File: config.mk
export PLATFORM = sky130hd
export DESIGN_NAME = connect_recv_endpoint
export DESIGN_NICKNAME = d
export VERILOG_FILES = /design/src/rtl/connect_recv_endpoint.sv
export SDC_FILE = /design/constraint.sdc
export NUM_CORES = 1
export LEC_CHECK = 0
export ABC_AREA = 0
export CORE_UTILIZATION = 35
export DETAILED_ROUTE_END_ITERATION = 7
export SYNTH_ARGS = -nofsm -noshare
export SYNTH_HDL_FRONTEND = slang
export SYNTH_SLANG_ARGS = --single-unit
export TNS_END_PERCENT = 50
File: constraint.sdc
create_clock -name CLK -period 5.1 [get_ports CLK]
set_input_delay 1.275 -clock CLK [delete_from_list [all_inputs] [get_ports CLK]]
set_output_delay 1.275 -clock CLK [all_outputs]
set_load 0.02 [all_outputs]
File: src/rtl/connect_recv_endpoint.sv
// CONNECT NoC receive-port sink: per-VC flit FIFOs, peek credits, packet-contiguous drain.
// Optional: RECV_DEST_CHECK_EN adds MY_ID and a sticky dest_err output.
module connect_recv_endpoint #(
  parameter int FLIT_DATA_WIDTH = 32,
  parameter int NUM_VCS = 2,
  parameter int NUM_RECV_PORTS = 4,
  parameter int BUF_DEPTH = 4,
  parameter int CREDIT_LAT = 2,
`ifdef RECV_DEST_CHECK_EN
  parameter int MY_ID = 0,
`endif
  localparam int VC_BITS = (NUM_VCS > 1) ? $clog2(NUM_VCS) : 1,
  localparam int DEST_BITS = $clog2(NUM_RECV_PORTS),
  localparam int FLIT_W = 2 + DEST_BITS + VC_BITS + FLIT_DATA_WIDTH
) (
  input  logic                       CLK,
  input  logic                       RESET,
  input  logic [FLIT_W-1:0]          flit_in,
  output logic                       en_get_flit,
  output logic [NUM_VCS-1:0]         nonfull_vcs,
  output logic                       en_put_nonfull,
  output logic                       out_valid,
  input  logic                       out_ready,
  output logic [FLIT_DATA_WIDTH-1:0] out_data,
  output logic                       out_tail,
  output logic [VC_BITS-1:0]         out_vc,
  output logic [DEST_BITS-1:0]       out_dest,
`ifdef RECV_DEST_CHECK_EN
  output logic                       dest_err,
`endif
  output logic                       overflow
);

  localparam int PTR_W = $clog2(BUF_DEPTH);
  localparam int CNT_W = PTR_W + 1;
  localparam int ENT_W = 1 + DEST_BITS + FLIT_DATA_WIDTH;
  localparam logic [CNT_W-1:0] FULL = CNT_W'(BUF_DEPTH);
  localparam logic [CNT_W-1:0] LIM = CNT_W'(BUF_DEPTH - CREDIT_LAT);
  localparam logic [VC_BITS:0] NV = (VC_BITS + 1)'(NUM_VCS);

  logic [ENT_W-1:0] mem_q [NUM_VCS][BUF_DEPTH];
  logic [ENT_W-1:0] mem_d [NUM_VCS][BUF_DEPTH];
  logic [PTR_W-1:0] wptr_q [NUM_VCS];
  logic [PTR_W-1:0] wptr_d [NUM_VCS];
  logic [PTR_W-1:0] rptr_q [NUM_VCS];
  logic [PTR_W-1:0] rptr_d [NUM_VCS];
  logic [CNT_W-1:0] occ_q [NUM_VCS];
  logic [CNT_W-1:0] occ_d [NUM_VCS];
  logic [NUM_VCS-1:0] nonfull_q, nonfull_d;
  logic [NUM_VCS-1:0] empty, push, pop_v;
  logic en_q, en_d;
  logic ovf_q, ovf_d;
  logic lock_q, lock_d;
  logic [VC_BITS-1:0] lock_vc_q, lock_vc_d;
  logic [VC_BITS-1:0] rr_q, rr_d;
  logic [VC_BITS-1:0] sel, cand;
  logic sel_valid, pop, accept, vc_ok, dest_ok;
  logic [ENT_W-1:0] head, entry;

  logic in_valid, in_tail;
  logic [DEST_BITS-1:0] in_dest;
  logic [VC_BITS-1:0] in_vc;

  assign in_valid = flit_in[FLIT_W-1];
  assign in_tail = flit_in[FLIT_W-2];
  assign in_dest = flit_in[FLIT_W-3 -: DEST_BITS];
  assign in_vc = flit_in[FLIT_DATA_WIDTH +: VC_BITS];
  assign entry = {in_tail, in_dest, flit_in[FLIT_DATA_WIDTH-1:0]};
  assign vc_ok = ({1'b0, in_vc} < NV);

`ifdef RECV_DEST_CHECK_EN
  logic derr_q, derr_d;
  assign dest_ok = (in_dest == DEST_BITS'(MY_ID));
  assign dest_err = derr_q;
`else
  assign dest_ok = 1'b1;
`endif

  assign accept = in_valid & dest_ok;

  // Per-VC empty flags from the occupancy counters
  always_comb begin
    for (int v = 0; v < NUM_VCS; v++) empty[v] = (occ_q[v] == '0);
  end

  // Head selection: locked VC only, else round-robin from rr_q
  always_comb begin
    sel = rr_q;
    sel_valid = 1'b0;
    cand = '0;
    if (lock_q) begin
      sel = lock_vc_q;
      sel_valid = !empty[lock_vc_q];
    end else begin
      for (int i = NUM_VCS - 1; i >= 0; i--) begin
        cand = VC_BITS'((int'(rr_q) + i) % NUM_VCS);
        if (!empty[cand]) begin
          sel = cand;
          sel_valid = 1'b1;
        end
      end
    end
  end

  assign head = mem_q[sel][rptr_q[sel]];
  assign pop = sel_valid & out_ready;

  assign out_valid = sel_valid;
  assign out_tail = sel_valid & head[ENT_W-1];
  assign out_dest = sel_valid ? head[FLIT_DATA_WIDTH +: DEST_BITS] : '0;
  assign out_data = sel_valid ? head[FLIT_DATA_WIDTH-1:0] : '0;
  assign out_vc = sel_valid ? sel : '0;
  assign nonfull_vcs = nonfull_q;
  assign en_get_flit = en_q;
  assign en_put_nonfull = en_q;
  assign overflow = ovf_q;

  // Next state: FIFO push/pop, credits, lock and arbiter pointer
  always_comb begin
    mem_d = mem_q;
    wptr_d = wptr_q;
    rptr_d = rptr_q;
    occ_d = occ_q;
    nonfull_d = nonfull_q;
    push = '0;
    pop_v = '0;
    en_d = 1'b1;
    ovf_d = ovf_q;
    lock_d = lock_q;
    lock_vc_d = lock_vc_q;
    rr_d = rr_q;
`ifdef RECV_DEST_CHECK_EN
    derr_d = derr_q | (in_valid & ~dest_ok);
`endif
    if (pop) pop_v[sel] = 1'b1;
    if (accept && !vc_ok) ovf_d = 1'b1;
    for (int v = 0; v < NUM_VCS; v++) begin
      if (accept && in_vc == VC_BITS'(v)) begin
        if (occ_q[v] != FULL || pop_v[v]) push[v] = 1'b1;
        else ovf_d = 1'b1;
      end
      if (push[v]) begin
        mem_d[v][wptr_q[v]] = entry;
        wptr_d[v] = wptr_q[v] + PTR_W'(1);
      end
      if (pop_v[v]) rptr_d[v] = rptr_q[v] + PTR_W'(1);
      if (push[v] && !pop_v[v]) occ_d[v] = occ_q[v] + CNT_W'(1);
      else if (!push[v] && pop_v[v]) occ_d[v] = occ_q[v] - CNT_W'(1);
      nonfull_d[v] = (occ_d[v] < LIM);
    end
    if (pop) begin
      rr_d = VC_BITS'((int'(sel) + 1) % NUM_VCS);
      if (!head[ENT_W-1]) begin
        lock_d = 1'b1;
        lock_vc_d = sel;
      end else begin
        lock_d = 1'b0;
      end
    end
  end

  // Control and pointer registers with synchronous reset
  always_ff @(posedge CLK) begin
    if (RESET) begin
      for (int v = 0; v < NUM_VCS; v++) begin
        wptr_q[v] <= '0;
        rptr_q[v] <= '0;
        occ_q[v] <= '0;
      end
      nonfull_q <= '0;
      en_q <= 1'b0;
      ovf_q <= 1'b0;
      lock_q <= 1'b0;
      lock_vc_q <= '0;
      rr_q <= '0;
`ifdef RECV_DEST_CHECK_EN
      derr_q <= 1'b0;
`endif
    end else begin
      wptr_q <= wptr_d;
      rptr_q <= rptr_d;
      occ_q <= occ_d;
      nonfull_q <= nonfull_d;
      en_q <= en_d;
      ovf_q <= ovf_d;
      lock_q <= lock_d;
      lock_vc_q <= lock_vc_d;
      rr_q <= rr_d;
`ifdef RECV_DEST_CHECK_EN
      derr_q <= derr_d;
`endif
    end
  end

  // Flit storage; contents are don't-care until written
  always_ff @(posedge CLK) begin
    mem_q <= mem_d;
  end

endmodule

==> results_tabular.tex, run 1 <==
\begin{tabular}{lr}
\hline
Metric & Value \\
\hline
\multicolumn{2}{l}{\textbf{Run status}} \\
Status & completed \\
\multicolumn{2}{l}{\textbf{Global route}} \\
Sum of overflow across all layers after global routing & 0 \\
All-Layer GR Usage & 0.145 \\
Number of antenna violations at the first check in global routing & 1 \\
Number of global-route vias before repair & around 6200 \\
Global-route wire length before repair & roughly 38000 um \\
Pin count of the biggest net entering global routing & 38 \\
\multicolumn{2}{l}{\textbf{Critical path}} \\
Data arrival time of the worst path & 3580 ps \\
RR Startpoint & occ\_q[0]\$\_SDFFE\_PP0P\_ \\
List of cells traversed by the critical path & inv\_1 > ha\_1 > nor2b\_1 > maj3\_2 > o21ai\_4 > buf\_4 > nand2\_1 > a21oi\_1 > clkdlybuf4s50\_1 \\
Launching instance or port of the critical path & occ\_q[3]\$\_SDFFE\_PP0P\_ \\
CP Launch Type & register \\
Register-to-register path setup slack & 2360 ps \\
Maximum single-stage delay on the critical path & around 660 ps \\
Setup crit end kind & primary output \\
WP data required & roughly 3800 ps \\
Cell depth of the worst flop-to-flop path & 7 \\
Crit path max-delay cell type & sky130\_fd\_sc\_hd\_\_clkdlybuf4s50\_1 \\
Highest fanout seen on the critical path & 17 \\
WS Path Type & reg2out \\
Endpoint of the lowest-slack register-to-register path & mem\_q[278]\$\_DFFE\_PP\_ \\
\multicolumn{2}{l}{\textbf{STA}} \\
Post-route fraction of the period consumed by the critical path & 0.952 \\
Setup WS post-layout & 243 ps \\
FMAX & $\sim$210 MHz \\
Endpoints failing setup & 0 \\
Endpoints failing hold & 0 \\
Max Slew Vio Count & 0 \\
Least-Margin Pin Slew & $\sim$850 ps \\
Skew final & $\sim$22 ps \\
Post-route setup TNS & 0 ps \\
Minimum period implied by the final worst setup slack & $\sim$4900 ps \\
Setup repair after global routing missed its margin & no \\
Worst slew margin & 0.431 \\
Worst hold slack after final layout & 477 ps \\
\multicolumn{2}{l}{\textbf{Floorplanning}} \\
IO Count & just over 80 \\
Row count & 67 \\
Vert. Die Dim & 186 um \\
Initial standard-cell utilization of the core & 0.355 \\
Floorplan die area & between 30000 and 40000 um\^{}2 \\
DIE WIDTH & 186 um \\
Core Region & $\sim$34000 um\^{}2 \\
\multicolumn{2}{l}{\textbf{Placed design}} \\
Post-placement setup slack & 676 ps \\
Placer's final routability congestion estimate & 0.742 \\
DPL Wire Length & 14500 um \\
IO buf count & about 80 \\
\multicolumn{2}{l}{\textbf{Hold path}} \\
Hold-critical path endpoint & overflow\$\_SDFF\_PP0\_ \\
Hold Crit Depth & 1 \\
Hold path startpoint & overflow\$\_SDFF\_PP0\_ \\
Path class of the lowest-slack min-delay path & reg2reg \\
\multicolumn{2}{l}{\textbf{Yosys}} \\
Number of distinct library cells after synthesis & 44 \\
Sequential fraction of the synthesis area & 0.741 \\
\#FFs+latches synth & around 300 \\
Synthesized instance count & 629 \\
Post-synthesis net count & about 690 \\
Ys Warns & 0 \\
Combined area of all synthesized cells & approximately 12000 um\^{}2 \\
Syn\_area\_per\_cell & roughly 19 um\^{}2 \\
\multicolumn{2}{l}{\textbf{Finish}} \\
Synth-to-layout area growth & 20.5\% \\
Layout cells sized above 1 & 0.206 \\
Diodes inserted & 0 \\
Net count, final & around 790 \\
Post-layout util & 0.428 \\
\multicolumn{2}{l}{\textbf{Detailed routing}} \\
Wire length per cell & roughly 20 um \\
Post-route DRC & 0 \\
Number of routed nets with antenna violations & 0 \\
Routed wire length & between 20000 and 25000 um \\
Total iterations of the first detailed-routing run & 4 \\
Initial DRC count & $\sim$410 \\
Via density & approximately 5 \\
Total via count after detailed routing & about 6000 \\
\multicolumn{2}{l}{\textbf{Pwr}} \\
Leakage power & about 4.6 nW \\
Power after layout & roughly 6.1 mW \\
Worst VDD drop & $\sim$200 uV \\
Power density over cell area & approximately 420 nW/um\^{}2 \\
\multicolumn{2}{l}{\textbf{Clocking}} \\
Longest Clk Path Bufs & 3 \\
Post CTS Setup Buffer Count & 0 \\
Count of hold-fix buffers inserted at cts & 0 \\
Clock root buffer & sky130\_fd\_sc\_hd\_\_clkbuf\_16 \\
Clock sinks & $\sim$300 \\
Clk Latency, worst-skew pair & 520 ps \\
CTS tree & done \\
H-tree lvl count & 2 \\
Clock Pin Slew Worst Setup and Hold Paths & about 60 ps \\
Number of buffers inserted during clock tree synthesis & 34 \\
\multicolumn{2}{l}{\textbf{Job}} \\
Reported max-cap violation count & 0 \\
\hline
\end{tabular}
cells in the mapped netlist:
| cell type | count | share of area |
|---|---|---|
| sky130_fd_sc_hd__edfxtp_1 | 280 | 0.71 |
| sky130_fd_sc_hd__nand2_1 | 78 | 0.025 |
| sky130_fd_sc_hd__mux4_2 | 70 | 0.13 |
| sky130_fd_sc_hd__a21oi_1 | 41 | 0.017 |
| sky130_fd_sc_hd__dfxtp_1 | 21 | 0.035 |
| sky130_fd_sc_hd__inv_1 | 19 | 0.0060 |
| sky130_fd_sc_hd__ha_1 | 18 | 0.019 |
| sky130_fd_sc_hd__nor2_1 | 15 | 0.0047 |
| sky130_fd_sc_hd__buf_2 | 12 | 0.0050 |
| sky130_fd_sc_hd__and2_1 | 10 | 0.0053 |
| sky130_fd_sc_hd__clkbuf_1 | 9 | 0.0028 |
| sky130_fd_sc_hd__buf_4 | 4 | 0.0025 |
| sky130_fd_sc_hd__buf_6 | 4 | 0.0038 |
| sky130_fd_sc_hd__o21ai_0 | 4 | 0.0017 |
| sky130_fd_sc_hd__xnor2_1 | 4 | 0.0029 |
| sky130_fd_sc_hd__mux2i_1 | 3 | 0.0025 |
| sky130_fd_sc_hd__nor3_1 | 3 | 0.0013 |
| sky130_fd_sc_hd__xor2_1 | 3 | 0.0022 |
| sky130_fd_sc_hd__buf_1 | 2 | 0.00063 |
| sky130_fd_sc_hd__nand2b_1 | 2 | 0.0011 |
| sky130_fd_sc_hd__nor2b_1 | 2 | 0.0011 |
| sky130_fd_sc_hd__nor3b_1 | 2 | 0.0013 |
| sky130_fd_sc_hd__o21a_1 | 2 | 0.0013 |
| sky130_fd_sc_hd__a211o_1 | 1 | 0.00074 |
| sky130_fd_sc_hd__a211oi_1 | 1 | 0.00063 |
| sky130_fd_sc_hd__a21boi_2 | 1 | 0.00095 |
| sky130_fd_sc_hd__a221o_1 | 1 | 0.00084 |
| sky130_fd_sc_hd__a221oi_1 | 1 | 0.00074 |
| sky130_fd_sc_hd__a221oi_2 | 1 | 0.0013 |
| sky130_fd_sc_hd__a22o_1 | 1 | 0.00074 |
| sky130_fd_sc_hd__a311oi_4 | 1 | 0.0022 |
| sky130_fd_sc_hd__a31oi_4 | 1 | 0.0018 |
| sky130_fd_sc_hd__and3_1 | 1 | 0.00053 |
| sky130_fd_sc_hd__inv_2 | 1 | 0.00031 |
| sky130_fd_sc_hd__maj3_2 | 1 | 0.00095 |
| sky130_fd_sc_hd__nand3_1 | 1 | 0.00042 |
| sky130_fd_sc_hd__nand4_1 | 1 | 0.00053 |
| sky130_fd_sc_hd__nand4b_1 | 1 | 0.00074 |
| sky130_fd_sc_hd__nor2b_2 | 1 | 0.00074 |
| sky130_fd_sc_hd__o2111ai_2 | 1 | 0.0013 |
| sky130_fd_sc_hd__o211ai_2 | 1 | 0.0011 |
| sky130_fd_sc_hd__o21ai_4 | 1 | 0.0014 |
| sky130_fd_sc_hd__o311ai_1 | 1 | 0.00074 |
| sky130_fd_sc_hd__o31ai_2 | 1 | 0.0011 |
logic make-up after synthesis:
group,after synthesis,share of synthesized area
compound gates,61,0.0355
xor+xnor,7,0.00515
fa+ha+maj,19,0.0199
buf+inv,51,0.0211
flops,301,0.741
mux,73,0.135
simple gates,117,0.0421
final cells by class:
type	count	area (um^2)
clock buffer	40	873
clock inverter	16	124
fill	2980	19200
inverter	20	75.1
multi-input combinational	277	2850
sequential	301	8840
tap	448	561
timing repair buffer	97	1030
state kept, by name (all words and copies together), names as in the netlist:
name and count:
lock_vc_q 1, overflow 1, en_get_flit 1, rr_q 1, wptr_q 4, rptr_q 4
mem_q 280, occ_q 6, nonfull_vcs 2, lock_q 1
power breakdown:
| group | internal, mW | total (mW) | switching, mW |
|---|---|---|---|
| logic | 0.430 | 1.04 | 0.608 |
| clock network | 1.28 | 2.21 | 0.929 |
| registers | 2.77 | 2.83 | 0.0557 |
| total | 4.48 | 6.07 | 1.59 |
stage by stage:
stage,cell area (um^2),std cells
final,14300,1199
after global routing,14300,1199
after CTS,14300,1199
after detailed placement,13300,1143
after global placement,13300,1143
after floorplan,11900,629
cell usage in the layout, fill, tap and decap left out, types with 2 or more instances in the layout:
master,n
sky130_fd_sc_hd__a21oi_1,41
sky130_fd_sc_hd__and2_1,2
sky130_fd_sc_hd__and2_2,8
sky130_fd_sc_hd__buf_12,8
sky130_fd_sc_hd__buf_4,8
sky130_fd_sc_hd__clkbuf_1,6
sky130_fd_sc_hd__clkbuf_16,34
sky130_fd_sc_hd__clkdlybuf4s50_1,81
sky130_fd_sc_hd__clkinv_1,6
sky130_fd_sc_hd__clkinv_2,4
sky130_fd_sc_hd__dfxtp_1,17
sky130_fd_sc_hd__dfxtp_2,3
sky130_fd_sc_hd__edfxtp_1,280
sky130_fd_sc_hd__ha_1,18
sky130_fd_sc_hd__inv_1,19
sky130_fd_sc_hd__inv_6,3
sky130_fd_sc_hd__mux2i_1,3
sky130_fd_sc_hd__mux4_2,70
sky130_fd_sc_hd__nand2_1,78
sky130_fd_sc_hd__nand2b_1,2
sky130_fd_sc_hd__nor2_1,15
sky130_fd_sc_hd__nor2b_1,2
sky130_fd_sc_hd__nor3_1,3
sky130_fd_sc_hd__nor3b_1,2
sky130_fd_sc_hd__o21ai_0,4
sky130_fd_sc_hd__xnor2_1,4
sky130_fd_sc_hd__xor2_1,3
routing by layer:
layer | part of all wire | GRT usage | vias to the layer above
li1 | - | - | 2675
met1 | 0.47 | 0.205 | 3081
met2 | 0.46 | 0.227 | 145
met3 | 0.053 | 0.0344 | 44
met4 | 0.019 | 0.0388 | 2
met5 | 0.00069 | 0 | -
worst max-delay path by stage:
stage,slack (ps),cells past startpoint,to
after floorplan,1800,4,mem_q[140]$_DFFE_PP_
after global placement,720,9,out_data[22]
after detailed placement,680,9,out_data[22]
after CTS,130,9,out_data[22]
after global routing,60,9,out_data[24]
final,240,9,out_data[24]
timing repair:
item / 4_1_cts / 5_1_grt
setup endpoints to repair: 0 / 1
resized for setup: 0 / 1
hold endpoints to repair: 0 / 0
worst max-delay path: cells and delay by family, from the launching register on:
kind	cells	cell delay (ps)
fa+ha+maj	2	630
compound gates	2	770
flops	1	370
simple gates	2	240
buf+inv	3	1060
Power figures use the tool's default switching activity.
==> run 2: changes to the inputs <==
CAP_MARGIN = 20   (was not set)
CELL_PAD_IN_SITES_DETAIL_PLACEMENT = 2   (was not set)
CELL_PAD_IN_SITES_GLOBAL_PLACEMENT = 2   (was not set)
PLACE_DENSITY_LB_ADDON = 0.1   (was not set)
==> run 2 against run 1 <==
Compared with the run above: sequential share of layout area down 0.15 points; utilization up 0.12 points; register-to-register slack worse by 50 ps; highest routed layer is now met4; final cell count up 0.42%; fmax up 3.4%; clock power up 7%; clock skew down 8.4 ps; critical path type unchanged.
==> results_tabular.tex, run 2 (same netlist as run 1, synthesis figures left out) <==
\begin{tabular}{lr}
\hline
Metric & Value \\
\hline
\multicolumn{2}{l}{\textbf{Clocking}} \\
Longest Clk Path Bufs & 3 (unchanged) \\
Clock root buffer & sky130\_fd\_sc\_hd\_\_clkbuf\_16 \\
Post CTS Setup Buffer Count & 0 (unchanged) \\
Clock Pin Slew Worst Setup and Hold Paths & 60 ps (about the same) \\
Count of cells resized by post-cts repair & 0 (unchanged) \\
H-tree lvl count & 2 (unchanged) \\
Clk Latency, worst-skew pair & 500 ps (-20 ps) \\
Count of hold-fix buffers inserted at cts & 0 (unchanged) \\
Number of buffers inserted during clock tree synthesis & 35 (+2.9\%) \\
CTS tree & done \\
Clock sinks & 301 (unchanged) \\
\multicolumn{2}{l}{\textbf{Placed design}} \\
IO buf count & 81 (unchanged) \\
Post-placement setup slack & 871 ps (+195 ps) \\
Placer's final routability congestion estimate & 0.716 (-3.5\%) \\
DPL Wire Length & 16800 um (+16\%) \\
\multicolumn{2}{l}{\textbf{Critical path}} \\
Setup crit end kind & primary output \\
RR Startpoint & occ\_q[0]\$\_SDFFE\_PP0P\_ \\
Maximum single-stage delay on the critical path & 660 ps (about the same) \\
Data arrival time of the worst path & 3420 ps (-160 ps) \\
Endpoint of the lowest-slack register-to-register path & mem\_q[175]\$\_DFFE\_PP\_ \\
CP Launch Type & register \\
Crit path max-delay cell type & sky130\_fd\_sc\_hd\_\_clkdlybuf4s50\_1 \\
List of cells traversed by the critical path & inv\_1 > ha\_1 > nor2b\_1 > maj3\_2 > o21a\_2 > buf\_4 > nand2\_1 > a21oi\_1 > clkdlybuf4s50\_1 \\
WS Path Type & reg2out \\
Launching instance or port of the critical path & occ\_q[3]\$\_SDFFE\_PP0P\_ \\
Critical Path End & out\_data[4] \\
Cell depth of the worst flop-to-flop path & 7 (unchanged) \\
WP data required & 3830 ps (about the same) \\
Register-to-register path setup slack & 2310 ps (-50 ps) \\
Highest fanout seen on the critical path & 17 (unchanged) \\
\multicolumn{2}{l}{\textbf{Run status}} \\
Status & completed \\
\multicolumn{2}{l}{\textbf{STA}} \\
Skew final & 13.9 ps (-8.43 ps) \\
Minimum period implied by the final worst setup slack & 4700 ps (-160 ps) \\
Post-route fraction of the period consumed by the critical path & 0.921 (-0.0313) \\
Max Slew Vio Count & 0 (unchanged) \\
Worst slew margin & 0.420 (-0.0108) \\
Setup repair after global routing missed its margin & no \\
FMAX & 213 MHz (+3.4\%) \\
Post-route setup TNS & 0 ps (unchanged) \\
Setup WS post-layout & 403 ps (+160 ps) \\
Endpoints failing setup & 0 (unchanged) \\
Endpoints failing hold & 0 (unchanged) \\
Least-Margin Pin Slew & 870 ps (+16.3 ps) \\
Worst hold slack after final layout & 476 ps (-0.900 ps) \\
\multicolumn{2}{l}{\textbf{Floorplanning}} \\
Vert. Die Dim & 186 um (unchanged) \\
Row count & 67 (unchanged) \\
Initial standard-cell utilization of the core & 0.355 (unchanged) \\
Floorplan die area & 34800 um\^{}2 (unchanged) \\
IO Count & 82 (unchanged) \\
Core Region & 33500 um\^{}2 (unchanged) \\
DIE WIDTH & 186 um (unchanged) \\
\multicolumn{2}{l}{\textbf{Pwr}} \\
Internal & 4.61 mW (+2.9\%) \\
Leakage power & 4.58 nW (+0.49\%) \\
Power density over cell area & 435 nW/um\^{}2 (+2.8\%) \\
Part of the total power dissipated in the clock network & 0.377 (+0.014) \\
Sequential group share of total power & 0.455 (-0.011) \\
Power after layout & 6.26 mW (+3.1\%) \\
Worst VDD drop & 384 uV (+96\%) \\
Net switching power of the design & 1.65 mW (+3.7\%) \\
Switching part of the total power & 0.264 (+0.00148) \\
Combinational cell fraction of total power & 0.168 (-0.003) \\
\multicolumn{2}{l}{\textbf{Global route}} \\
Sum of overflow across all layers after global routing & 0 (unchanged) \\
Pin count of the biggest net entering global routing & 36 (-5.3\%) \\
Global-route wire length before repair & 44500 um (+16\%) \\
Number of antenna violations at the first check in global routing & 2 (+1) \\
All-Layer GR Usage & 0.174 (+0.0282) \\
Number of global-route vias before repair & 6894 (+11\%) \\
\multicolumn{2}{l}{\textbf{Detailed routing}} \\
Wire length per cell & 24.3 um (+19\%) \\
Total via count after detailed routing & 6095 (+2.5\%) \\
Routed wire length & 29300 um (+19\%) \\
Post-route DRC & 0 (unchanged) \\
Total iterations of the first detailed-routing run & 4 (unchanged) \\
Via density & 5.06 (+2.1\%) \\
Number of routed nets with antenna violations & 0 (unchanged) \\
Initial DRC count & 317 (-22\%) \\
\multicolumn{2}{l}{\textbf{Finish}} \\
Post-layout util & 0.429 (+0.00119) \\
Commonest cells after routing, fill and taps aside & sky130\_fd\_sc\_hd\_\_edfxtp\_1, sky130\_fd\_sc\_hd\_\_clkdlybuf4s50\_1, sky130\_fd\_sc\_hd\_\_nand2\_1, sky130\_fd\_sc\_hd\_\_mux4\_2, sky130\_fd\_sc\_hd\_\_a21oi\_1 \\
Largest registers ranked by flip-flop count & mem\_q: 280 flops, occ\_q: 6 flops \\
Register name with the most flops & mem\_q \\
Synth-to-layout area growth & 20.8\% \\
Number of flip-flops under the largest register name & 280 (unchanged) \\
Layout cells sized above 1 & 0.210 (+0.00316) \\
Most common cell after layout, fill and taps aside & sky130\_fd\_sc\_hd\_\_edfxtp\_1 \\
Net count, final & 792 (+0.38\%) \\
Fillers & 3164 (+6.2\%) \\
\multicolumn{2}{l}{\textbf{Hold path}} \\
Path class of the lowest-slack min-delay path & reg2reg \\
Hold path startpoint & overflow\$\_SDFF\_PP0\_ \\
\multicolumn{2}{l}{\textbf{Job}} \\
Reported max-cap violation count & 0 (unchanged) \\
\hline
\end{tabular}
-- run 2: worst min path at each step --
| stage | to | slack, ps | depth (start not counted) |
|---|---|---|---|
| after floorplan | rr_q$_SDFFE_PP0N_ | 490 | 2 |
| after global routing | overflow$_SDFF_PP0_ | 500 | 1 |
| after global placement | overflow$_SDFF_PP0_ | 450 | 1 |
| after CTS | overflow$_SDFF_PP0_ | 480 | 1 |
| after detailed placement | overflow$_SDFF_PP0_ | 460 | 1 |
| final | overflow$_SDFF_PP0_ | 480 | 1 |
-- run 2: per-stage QoR --
| stage | instance area (um^2) | cells |
|---|---|---|
| floorplan | 11900 | 629 |
| global placement | 13300 | 1145 |
| detailed placement | 13300 | 1145 |
| CTS | 14400 | 1202 |
| global route | 14400 | 1202 |
| finish | 14400 | 1204 |
-- run 2: cell type report --
class                           instances  area (um^2)  share of cell area
Inverter                               20         75.1             0.00522
Antenna cell                            2         5.00            0.000348
Timing Repair Buffer                   99         1010              0.0701
Clock inverter                         17          164              0.0114
Clock buffer                           40          895              0.0622
Multi-Input combinational cell        277         2840               0.197
Sequential cell                       301         8840               0.614
Tap cell                              448          561              0.0390
-- run 2: power groups by stage --
| stage | Combinational, mW | Sequential [mW] | Clock (mW) |
|---|---|---|---|
| 3_3_place_gp | 1.05 | 2.90 | 0 |
| 3_5_place_dp | 1.07 | 2.91 | 0 |
| 2_1_floorplan | 0.641 | 2.85 | 0 |
| 5_1_grt | 1.13 | 2.86 | 2.52 |
| 6_report | 1.05 | 2.85 | 2.36 |
| 4_1_cts | 1.08 | 2.85 | 2.43 |
-- run 2: critical path, delay by kind of cell, from the launching register on --
family,cells,cell delay [ps]
simple gates,2,280
compound gates,2,720
buf+inv,3,1050
fa+ha+maj,2,530
flops,1,340
-- run 2: routing by layer --
metal | vias up | global-route usage | wire length [um]
met3 | 38 | 0.0346 | 1270
met1 | 3241 | 0.224 | 12500
met5 | - | 0 | 0
met2 | 136 | 0.297 | 14900
li1 | 2680 | - | -
met4 | 0 | 0.0485 | 580
==> run 3: changes to the inputs <==
CAP_MARGIN = not set   (was 20)
CORE_MARGIN = 4   (was not set)
==> run 3 against run 2 <==
Compared with the run above: hold slack about the same; routed wire length increased by 0.37%; sequential share of layout area decreased by 0.17 points; non-clock buffer count increased by 4; largest power group unchanged; utilization increased by 0.097 points; largest cell class unchanged; sequential power decreased by 1%; first-iteration DRC count increased by 23%; final cell count increased by 0.42%; via count decreased by 0.16%; die area increased by 6.5%; combinational power increased by 5%.
==> results_tabular.tex, run 3 (same netlist as run 1, synthesis figures left out) <==
\begin{tabular}{lr}
\hline
Metric & Value \\
\hline
\multicolumn{2}{l}{\textbf{Run status}} \\
Status & completed \\
\multicolumn{2}{l}{\textbf{Floorplanning}} \\
DIE WIDTH & 192 um (+3.2\%) \\
Row count & 67 (unchanged) \\
Core Region & 33500 um\^{}2 (unchanged) \\
Initial standard-cell utilization of the core & 0.355 (unchanged) \\
IO Count & 82 (unchanged) \\
Floorplan die area & 37000 um\^{}2 (+6.5\%) \\
Vert. Die Dim & 192 um (+3.2\%) \\
\multicolumn{2}{l}{\textbf{Clocking}} \\
CTS tree & done \\
Count of hold-fix buffers inserted at cts & 0 (unchanged) \\
Count of cells resized by post-cts repair & 0 (unchanged) \\
Longest Clk Path Bufs & 3 (unchanged) \\
Post CTS Setup Buffer Count & 0 (unchanged) \\
Clock Pin Slew Worst Setup and Hold Paths & 60 ps (about the same) \\
Clock root buffer & sky130\_fd\_sc\_hd\_\_clkbuf\_16 \\
Clk Latency, worst-skew pair & 510 ps (about the same) \\
Clock sinks & 301 (unchanged) \\
H-tree lvl count & 2 (unchanged) \\
Number of buffers inserted during clock tree synthesis & 35 (unchanged) \\
\multicolumn{2}{l}{\textbf{Critical path}} \\
WS Path Type & reg2out \\
Setup crit end kind & primary output \\
CP Launch Type & register \\
Highest fanout seen on the critical path & 15 (-2) \\
WP data required & 3830 ps (about the same) \\
Data arrival time of the worst path & 3490 ps (+70 ps) \\
\multicolumn{2}{l}{\textbf{Detailed routing}} \\
Number of routed nets with antenna violations & 0 (unchanged) \\
Total via count after detailed routing & 6085 (-0.16\%) \\
Post-route DRC & 0 (unchanged) \\
Via density & 5.03 (-0.58\%) \\
Routed wire length & 29400 um (+0.37\%) \\
Initial DRC count & 389 (+23\%) \\
Total iterations of the first detailed-routing run & 4 (unchanged) \\
Wire length per cell & 24.3 um (about the same) \\
\multicolumn{2}{l}{\textbf{STA}} \\
Post-route fraction of the period consumed by the critical path & 0.935 (+0.0135) \\
Max Slew Vio Count & 0 (unchanged) \\
Post-route setup TNS & 0 ps (unchanged) \\
Endpoints failing setup & 0 (unchanged) \\
Worst slew margin & 0.446 (+0.0261) \\
Setup WS post-layout & 334 ps (-68.6 ps) \\
Skew final & 19.7 ps (+5.79 ps) \\
Setup repair after global routing missed its margin & no \\
Least-Margin Pin Slew & 818 ps (-52.0 ps) \\
Endpoints failing hold & 0 (unchanged) \\
Minimum period implied by the final worst setup slack & 4770 ps (+68.6 ps) \\
FMAX & 210 MHz (-1.4\%) \\
\multicolumn{2}{l}{\textbf{Pwr}} \\
Worst VDD drop & 212 uV (-45\%) \\
Sequential group share of total power & 0.456 (about the same) \\
Net switching power of the design & 1.66 mW (+0.37\%) \\
Internal & 4.51 mW (-2.2\%) \\
Leakage power & 4.60 nW (+0.46\%) \\
Combinational cell fraction of total power & 0.179 (+0.011) \\
Power density over cell area & 427 nW/um\^{}2 (-1.7\%) \\
Switching part of the total power & 0.269 (+0.00508) \\
Part of the total power dissipated in the clock network & 0.365 (-0.012) \\
\multicolumn{2}{l}{\textbf{Global route}} \\
Global-route wire length before repair & 44800 um (+0.68\%) \\
Pin count of the biggest net entering global routing & 29 (-19\%) \\
Sum of overflow across all layers after global routing & 0 (unchanged) \\
Number of antenna violations at the first check in global routing & 1 (-1) \\
Number of global-route vias before repair & 6906 (+0.17\%) \\
All-Layer GR Usage & 0.163 (-0.0107) \\
\multicolumn{2}{l}{\textbf{Placed design}} \\
Post-placement setup slack & 772 ps (-98.6 ps) \\
DPL Wire Length & 18100 um (+7.6\%) \\
IO buf count & 81 (unchanged) \\
Placer's final routability congestion estimate & 0.701 (-2.1\%) \\
\multicolumn{2}{l}{\textbf{Finish}} \\
Layout cells sized above 1 & 0.214 (+0.00464) \\
Net count, final & 796 (+0.51\%) \\
Diodes inserted & 0 (-2) \\
Register name with the most flops & mem\_q \\
Most common cell after layout, fill and taps aside & sky130\_fd\_sc\_hd\_\_edfxtp\_1 \\
Number of flip-flops under the largest register name & 280 (unchanged) \\
Fillers & 3143 (-0.66\%) \\
Commonest cells after routing, fill and taps aside & sky130\_fd\_sc\_hd\_\_edfxtp\_1, sky130\_fd\_sc\_hd\_\_clkdlybuf4s50\_1, sky130\_fd\_sc\_hd\_\_nand2\_1, sky130\_fd\_sc\_hd\_\_mux4\_2, sky130\_fd\_sc\_hd\_\_a21oi\_1 \\
Synth-to-layout area growth & 21.1\% \\
Largest registers ranked by flip-flop count & mem\_q: 280 flops, occ\_q: 6 flops \\
\multicolumn{2}{l}{\textbf{Job}} \\
Reported max-cap violation count & 0 (unchanged) \\
\multicolumn{2}{l}{\textbf{Hold path}} \\
Path class of the lowest-slack min-delay path & reg2reg \\
\hline
\end{tabular}
run 3: cell count changes in the layout (fill, tap and decap cells not counted), moves of 2 or more:
cell | before | now
sky130_fd_sc_hd__diode_2 | 2 | 0
sky130_fd_sc_hd__dfxtp_2 | 2 | 4
sky130_fd_sc_hd__dfxtp_4 | 2 | 0
sky130_fd_sc_hd__clkinv_2 | 3 | 7
sky130_fd_sc_hd__buf_12 | 5 | 9
sky130_fd_sc_hd__bufinv_16 | 3 | 0
run 3: final cells by class:
cell class                      count  area, um^2  share of cell area
Sequential cell                   301        8830               0.613
Multi-Input combinational cell    277        2840               0.197
Timing Repair Buffer              103        1090              0.0755
Clock buffer                       42         923              0.0640
Tap cell                          448         561              0.0389
Clock inverter                     18        97.6             0.00677
Inverter                           20        75.1             0.00521
run 3: per-layer routing:
layer / GRT usage / wire length (um) / up-vias
li1: - / - / 2692
met1: 0.217 / 12900 / 3239
met2: 0.279 / 14800 / 108
met3: 0.0306 / 1140 / 44
met4: 0.0354 / 487 / 2
met5: 0 / 13 / -
run 3: worst max-delay path, cell delays in order (launching register included):
cell,delay (ps)
sky130_fd_sc_hd__dfxtp_1,370
sky130_fd_sc_hd__inv_1,80
sky130_fd_sc_hd__ha_1,260
sky130_fd_sc_hd__nor2b_1,170
sky130_fd_sc_hd__maj3_2,350
sky130_fd_sc_hd__o21ai_4,550
sky130_fd_sc_hd__buf_4,300
sky130_fd_sc_hd__nand2_1,60
sky130_fd_sc_hd__a21oi_1,190
sky130_fd_sc_hd__clkdlybuf4s50_1,640
run 3: power by group through the flow:
| stage | combinational, mW | sequential, mW | clock, mW |
|---|---|---|---|
| after floorplan | 0.641 | 2.85 | 0 |
| after global placement | 1.11 | 2.86 | 0 |
| after detailed placement | 1.13 | 2.87 | 0 |
| after CTS | 1.13 | 2.81 | 2.33 |
| after global routing | 1.20 | 2.82 | 2.44 |
| final | 1.10 | 2.81 | 2.25 |
run 3: worst paths after layout:
check,end,startpoint,slack (ps),cells past startpoint
worst max-delay path,out_data[21],occ_q[3]$_SDFFE_PP0P_,330,9
worst min-delay path,overflow$_SDFF_PP0_,overflow$_SDFF_PP0_,480,1
worst max register to register,occ_q[4]$_SDFF_PP0_,occ_q[0]$_SDFFE_PP0P_,2380,9
worst min register to register,overflow$_SDFF_PP0_,overflow$_SDFF_PP0_,480,1
run 3: stage by stage:
step | util | total power [mW] | hold slack (ps) | cells | area (um^2)
after CTS | 0.430 | 6.28 | 486 | 1209 | 14400
after global routing | 0.430 | 6.46 | 501 | 1209 | 14400
final | 0.430 | 6.16 | 476 | 1209 | 14400
after global placement | 0.400 | 3.97 | 454 | 1149 | 13400
after detailed placement | 0.400 | 3.99 | 472 | 1149 | 13400
after floorplan | - | 3.49 | 486 | 629 | 11900
